==> config.mk <==
export PLATFORM = sky130hd
export DESIGN_NAME = branch_predictor
export DESIGN_NICKNAME = d
export VERILOG_FILES = /design/src/rtl/branch_predictor.sv
export SDC_FILE = /design/constraint.sdc
export NUM_CORES = 2
export LEC_CHECK = 0
export BUFFER_PORTS_ARGS = -buffer_cell sky130_fd_sc_hd__buf_2
export CAP_MARGIN = 15
export CORE_MARGIN = 1
export CORE_UTILIZATION = 55
export CTS_CLUSTER_DIAMETER = 80
export DETAILED_ROUTE_END_ITERATION = 16
export GPL_ROUTABILITY_DRIVEN = 0
export HOLD_SLACK_MARGIN = 0.02
export PLACE_DENSITY_LB_ADDON = 0.1
export SLEW_MARGIN = 15
export SYNTH_ARGS = -nofsm -noshare
export SYNTH_HDL_FRONTEND = slang
export SYNTH_SLANG_ARGS = --single-unit
==> constraint.sdc <==
create_clock -name clk -period 60.3 [get_ports clk]
set_input_delay 0 -clock clk [delete_from_list [all_inputs] [get_ports clk]]
set_output_delay 0 -clock clk [all_outputs]
set_load 0.02 [all_outputs]
==> src/rtl/branch_predictor.sv <==
// branch_predictor: direct-mapped BTB with 2-bit counters for fetch-side prediction,
// plus same-cycle branch/jump resolution in execute with flush and table training.
// Optional feature macro: BP_PERF_EN adds perf_branches / perf_mispredicts counters.
// Ports:
//   clk, rst (async, active-high), stall (pipeline freeze)
//   fetch_pc -> pred_taken, pred_pc         : combinational prediction
//   branch_type, alu_zero, prev_pc, prev_pred,
//   target_pc, pc_with_offset -> flush, correct_pc : combinational resolution
//   perf_branches, perf_mispredicts         : only with BP_PERF_EN
module branch_predictor #(
    parameter int ENTRIES = 32
) (
    input  logic        clk,
    input  logic        rst,
    input  logic        stall,
    input  logic [31:0] fetch_pc,
    output logic        pred_taken,
    output logic [31:0] pred_pc,
    input  logic [2:0]  branch_type,
    input  logic        alu_zero,
    input  logic [31:0] prev_pc,
    input  logic        prev_pred,
    input  logic [31:0] target_pc,
    input  logic [31:0] pc_with_offset,
    output logic        flush,
    output logic [31:0] correct_pc
`ifdef BP_PERF_EN
    ,
    output logic [31:0] perf_branches,
    output logic [31:0] perf_mispredicts
`endif
);
    localparam int IDX_BITS = $clog2(ENTRIES);
    localparam int TAG_BITS = 30 - IDX_BITS;

    logic                r_valid  [ENTRIES];
    logic [TAG_BITS-1:0] r_tag    [ENTRIES];
    logic [31:0]         r_target [ENTRIES];
    logic [1:0]          r_ctr    [ENTRIES];
    logic [31:0]         r_id_pred;
    logic [31:0]         r_ex_pred;

    logic [IDX_BITS-1:0] w_f_idx, w_u_idx;
    logic [TAG_BITS-1:0] w_f_tag, w_u_tag;
    logic                w_f_hit, w_u_hit;
    logic                w_is_jump, w_is_br, w_resolve, w_taken, w_write;
    logic [31:0]         w_act_tgt;
    logic [1:0]          w_ctr_old, w_ctr_new;

    assign w_f_idx    = fetch_pc[IDX_BITS+1:2];
    assign w_f_tag    = fetch_pc[31:IDX_BITS+2];
    assign w_f_hit    = r_valid[w_f_idx] && (r_tag[w_f_idx] == w_f_tag);
    assign pred_taken = w_f_hit && r_ctr[w_f_idx][1];
    assign pred_pc    = pred_taken ? r_target[w_f_idx] : fetch_pc + 32'd4;

    assign w_is_jump = (branch_type == 3'b101) || (branch_type == 3'b110);
    assign w_is_br   = (branch_type != 3'b000) && (branch_type <= 3'b100);
    assign w_resolve = (w_is_jump || w_is_br) && !stall;
    // BLT relies on the ALU computing SLT, so "less than" shows up as a non-zero result.
    assign w_taken   = w_is_jump
                     || (((branch_type == 3'b001) || (branch_type == 3'b100)) && alu_zero)
                     || (((branch_type == 3'b010) || (branch_type == 3'b011)) && !alu_zero);
    assign w_act_tgt = (branch_type == 3'b110) ? (target_pc & ~32'h1) : pc_with_offset;

    // A taken-and-predicted-taken branch still mispredicts if the BTB target was stale.
    assign flush      = w_resolve && ((w_taken != prev_pred)
                        || (w_taken && prev_pred && (w_act_tgt != r_ex_pred)));
    assign correct_pc = (flush && w_taken) ? w_act_tgt : prev_pc + 32'd4;

    assign w_u_idx   = prev_pc[IDX_BITS+1:2];
    assign w_u_tag   = prev_pc[31:IDX_BITS+2];
    assign w_u_hit   = r_valid[w_u_idx] && (r_tag[w_u_idx] == w_u_tag);
    assign w_ctr_old = r_ctr[w_u_idx];
    assign w_ctr_new = !w_u_hit ? (w_is_jump ? 2'b11 : 2'b10)
                     : w_is_jump ? 2'b11
                     : w_taken ? ((w_ctr_old == 2'b11) ? 2'b11 : w_ctr_old + 2'd1)
                     : ((w_ctr_old == 2'b00) ? 2'b00 : w_ctr_old - 2'd1);
    // Misses that resolve not-taken leave the table alone.
    assign w_write   = w_resolve && (w_u_hit || w_taken);

    always_ff @(posedge clk or posedge rst) begin
        if (rst) begin
            for (int i = 0; i < ENTRIES; i++) begin
                r_valid[i]  <= 1'b0;
                r_tag[i]    <= '0;
                r_target[i] <= '0;
                r_ctr[i]    <= 2'b01;
            end
        end else if (w_write) begin
            r_valid[w_u_idx] <= 1'b1;
            r_tag[w_u_idx]   <= w_u_tag;
            r_ctr[w_u_idx]   <= w_ctr_new;
            if (w_taken)
                r_target[w_u_idx] <= w_act_tgt;
        end
    end

    // Carries each instruction's predicted next PC down to execute for target checking.
    always_ff @(posedge clk or posedge rst) begin
        if (rst) begin
            r_id_pred <= '0;
            r_ex_pred <= '0;
        end else if (flush) begin
            r_id_pred <= '0;
            r_ex_pred <= '0;
        end else if (!stall) begin
            r_id_pred <= pred_pc;
            r_ex_pred <= r_id_pred;
        end
    end

`ifdef BP_PERF_EN
    always_ff @(posedge clk or posedge rst) begin
        if (rst) begin
            perf_branches    <= '0;
            perf_mispredicts <= '0;
        end else begin
            if (w_resolve)
                perf_branches <= perf_branches + 32'd1;
            if (flush)
                perf_mispredicts <= perf_mispredicts + 32'd1;
        end
    end
`endif
endmodule

==> reports/metrics.yaml <==
outcome:
  status: "completed"
setup_path:
  cp_data_arrival_time_ns: 8.55
  crit_path_frequent_cell: "buf_4"
  crit_type: "in2reg"
  crit_slowest_cell: "buf_4"
  max_stage_delay_ns: 1.00
  critPathCaptureType: "flop"
  worst-path-max-fanout: 101
  required_ns: 61.03
  crit_chain: "buf_8 -> buf_4 -> buf_4 -> mux2i_1 -> o22ai_1 -> nor4_1 -> nand2_1 -> xor2_1 -> nor4_1 -> nand4_1 -> a2111oi_4 -> buf_4 -> o21bai_4 -> buf_4 -> mux2_1"
  critPathLaunchType: "primary input"
finish:
  fin_util_pct: 62.2
  drive_gt1_share_pct: 21.0
  final_area_sq_um: 108000
  n_fill_cell: 13600
  multi_input_area_sq_um: 44700
  ff_latch_area_sq_um: 49700
  area_growth_pct: 11.9
  nets: 8164
global_routing:
  track_usage_pct: 37.5
  overflow: 0
  grt_pass1_wl_um: 484000
  antenna_found_initial: 10
  grt_start_max_net_pins: 206
  grt_pass1_vias: 68900
clock_network:
  cts_setup_buffers: 0
  clockBufferDepth: 3
  numCtsBuffers: 207
  htree_levels: 4
  cts_root_buf: "clkbuf_16"
  clk_pin_slew_ns: 0.06
  cts_tree: "done"
  hold_buffers: 127
  cts_resized: 0
  clock-sinks: 1984
  clk_latency_ns: 0.87
logic_synthesis:
  synth_top_cell_by_area: "dfrtp_1"
  synth_async_sr_flop_share_pct: 100
  syn_area_sq_um: 97000
  synth.distinct_cells: 72
  synth_compound_area_share_pct: 9.63
  synth_area_leaders: "dfrtp_1 50%, mux4_2 12%, mux2_1 5.9%"
  synthFlopType: "dfrtp_1"
  ys_warn_count: 0
  avgSynthCellArea_sq_um: 12.0
  synth_enable_flop_cells: 0
  synthCells: 8069
  synthTopCellsByCount: "1952 x dfrtp_1, 985 x nor2_1, 952 x a21oi_1, 565 x clkbuf_1, 541 x mux2i_1"
  synth.top_cell.area_share_pct: 50.4
  syn_nets: 8211
  synth_top_family_by_area: "multiplexers"
  ys_seq_elements: 1984
  yosysSeqAreaShare_pct: 51.2
  synth.most_common_cell: "dfrtp_1"
  synthSimpleGateAreaFrac_pct: 6.91
  synthMuxAreaShare_pct: 27.4
  synth_fa_ha_area_share_pct: 0.0878
  synth_xor_area_share_pct: 1.04
power:
  leakagePower_nw: 49.1
  powerDensity_nw_per_um2: 33.5
  ir_drop_mv: 0.0324
die:
  die_w_um: 422
  coreArea_sq_um: 174000
  start_util_pct: 55.6
  die_y_um: 422
  die_area_sq_um: 178000
  ios: 202
  rows: 153
placed_design:
  portBuffers: 200
  dpl-instance-area_sq_um: 100000
  post-place-ws_ns: 51.78
  dpl.hpwl_um: 194000
min_path:
  min-delay-path-class: "in2reg"
sta:
  grt_setup_unrepaired: "false"
  worst_pin_slew_ns: 1.22
  fin_ws_ns: 52.48
  fmax_mhz: 128
  slew_headroom_pct: 18.0
  fin_hold_ws_ns: 0.0852
  period_share_pct: 13.0
  setup_viol: 0
  fin_setup_tns_ns: 0
  min_period_ns: 7.82
  finClkSkew_ns: 0.0457
  slew_viol_final: 0
  finalHoldViolCount: 0
drt:
  ant_nets: 0
  via_per_inst: 6.65
  drc_errors: 0
  drtIter0Drc: 8588
  via_count: 69900
  wl_um: 332000
  wl_per_cell_um: 31.6
  dr.pass1.iters: 6
flow_run:
  drv_cap: 0
-- per-layer routing --
metal	vias to the layer above	routed length, um	track usage [%]
met3	916	31700	8.25
met1	36400	130000	50.8
met2	3449	149000	56.4
li1	29200	-	-
met4	10	21200	20.4
met5	-	69	0
-- through the flow --
stage / instances / total power, mW
2_1_floorplan: 8069 / 2.16
3_3_place_gp: 10000 / 2.31
3_5_place_dp: 10000 / 2.34
4_1_cts: 10500 / 3.63
5_1_grt: 10500 / 3.77
6_report: 10500 / 3.63
-- flip-flops by register name, indices dropped and copies added (netlist names) --
signal,count
r_ctr,64
r_ex_pred,32
r_id_pred,32
r_tag,800
r_target,1024
r_valid,32
-- power breakdown --
part | switching [mW] | internal [mW]
logic | 0.321 | 0.313
registers | 0.142 | 1.57
clock network | 0.543 | 0.743
-- cells by family after synthesis --
kind of cell | count (synthesis)
adder cells (fa/ha/maj) | 7
multiplexers | 1890
flip-flops | 1984
XOR/XNOR | 115
AND/OR/NAND/NOR | 1575
AO/OA/AOI/OAI | 1615
buffers and inverters | 883
-- placed cells by master, fill, tap and decap left out, types with 11 or more instances in the layout --
cell type / netlist / layout
dfrtp_1: 1952 / 1952
nor2_1: 985 / 965
a21oi_1: 952 / 952
mux4_2: 530 / 530
mux2i_1: 541 / 510
mux2_1: 510 / 510
mux2_2: 309 / 309
nand2_1: 288 / 283
clkbuf_16: 0 / 208
buf_4: 18 / 202
buf_2: 149 / 194
o21ai_0: 176 / 176
o22ai_1: 172 / 172
dlygate4sd3_1: 0 / 126
inv_1: 87 / 85
xnor2_1: 79 / 79
a22o_1: 77 / 77
a22oi_1: 73 / 73
clkbuf_1: 565 / 64
nor4_1: 57 / 53
clkbuf_8: 0 / 50
nand3_1: 47 / 47
nand2b_1: 40 / 39
xor2_1: 36 / 36
a2bb2oi_1: 32 / 32
dfstp_2: 32 / 32
mux2i_4: 0 / 31
and3_1: 40 / 30
clkinv_2: 0 / 25
nand4_1: 24 / 24
a211oi_1: 23 / 23
nor2_4: 0 / 20
o21bai_4: 0 / 18
and2_1: 19 / 17
a221oi_1: 15 / 15
o21ai_4: 0 / 14
nor2b_1: 16 / 12
nor3_1: 12 / 11
bufinv_16: 0 / 11
-- layout make-up --
class / count / area share, %
sequential: 1984 / 45.8
multi-input combinational: 5202 / 41.2
clock buffer: 322 / 5.65
timing repair buffer: 538 / 3.73
tap: 2325 / 2.68
clock inverter: 51 / 0.589
inverter: 89 / 0.322
antenna: 4 / 0.00923
-- final timing paths --
path | from | endpoint | slack [ns] | cells past startpoint
max | prev_pc[3] | r_tag[183] | 52.48 | 15
min | fetch_pc[11] | r_id_pred[12] | 0.09 | 5
max reg2reg | r_tag[620] | r_tag[183] | 53.96 | 12
min reg2reg | r_ctr[18] | r_ctr[18] | 0.46 | 2
max in group asynchronous | rst | r_target[404] | 54.02 | 10
min in group asynchronous | rst | r_tag[330] | 0.42 | 4
-- critical path, delay by kind of cell --
family | cells | cell delay (ns)
compound gates | 3 | 1.16
xor+xnor | 1 | 0.17
simple gates | 4 | 2.17
buf+inv | 5 | 3.99
mux | 2 | 0.69
(Power assumes the default switching activity.)
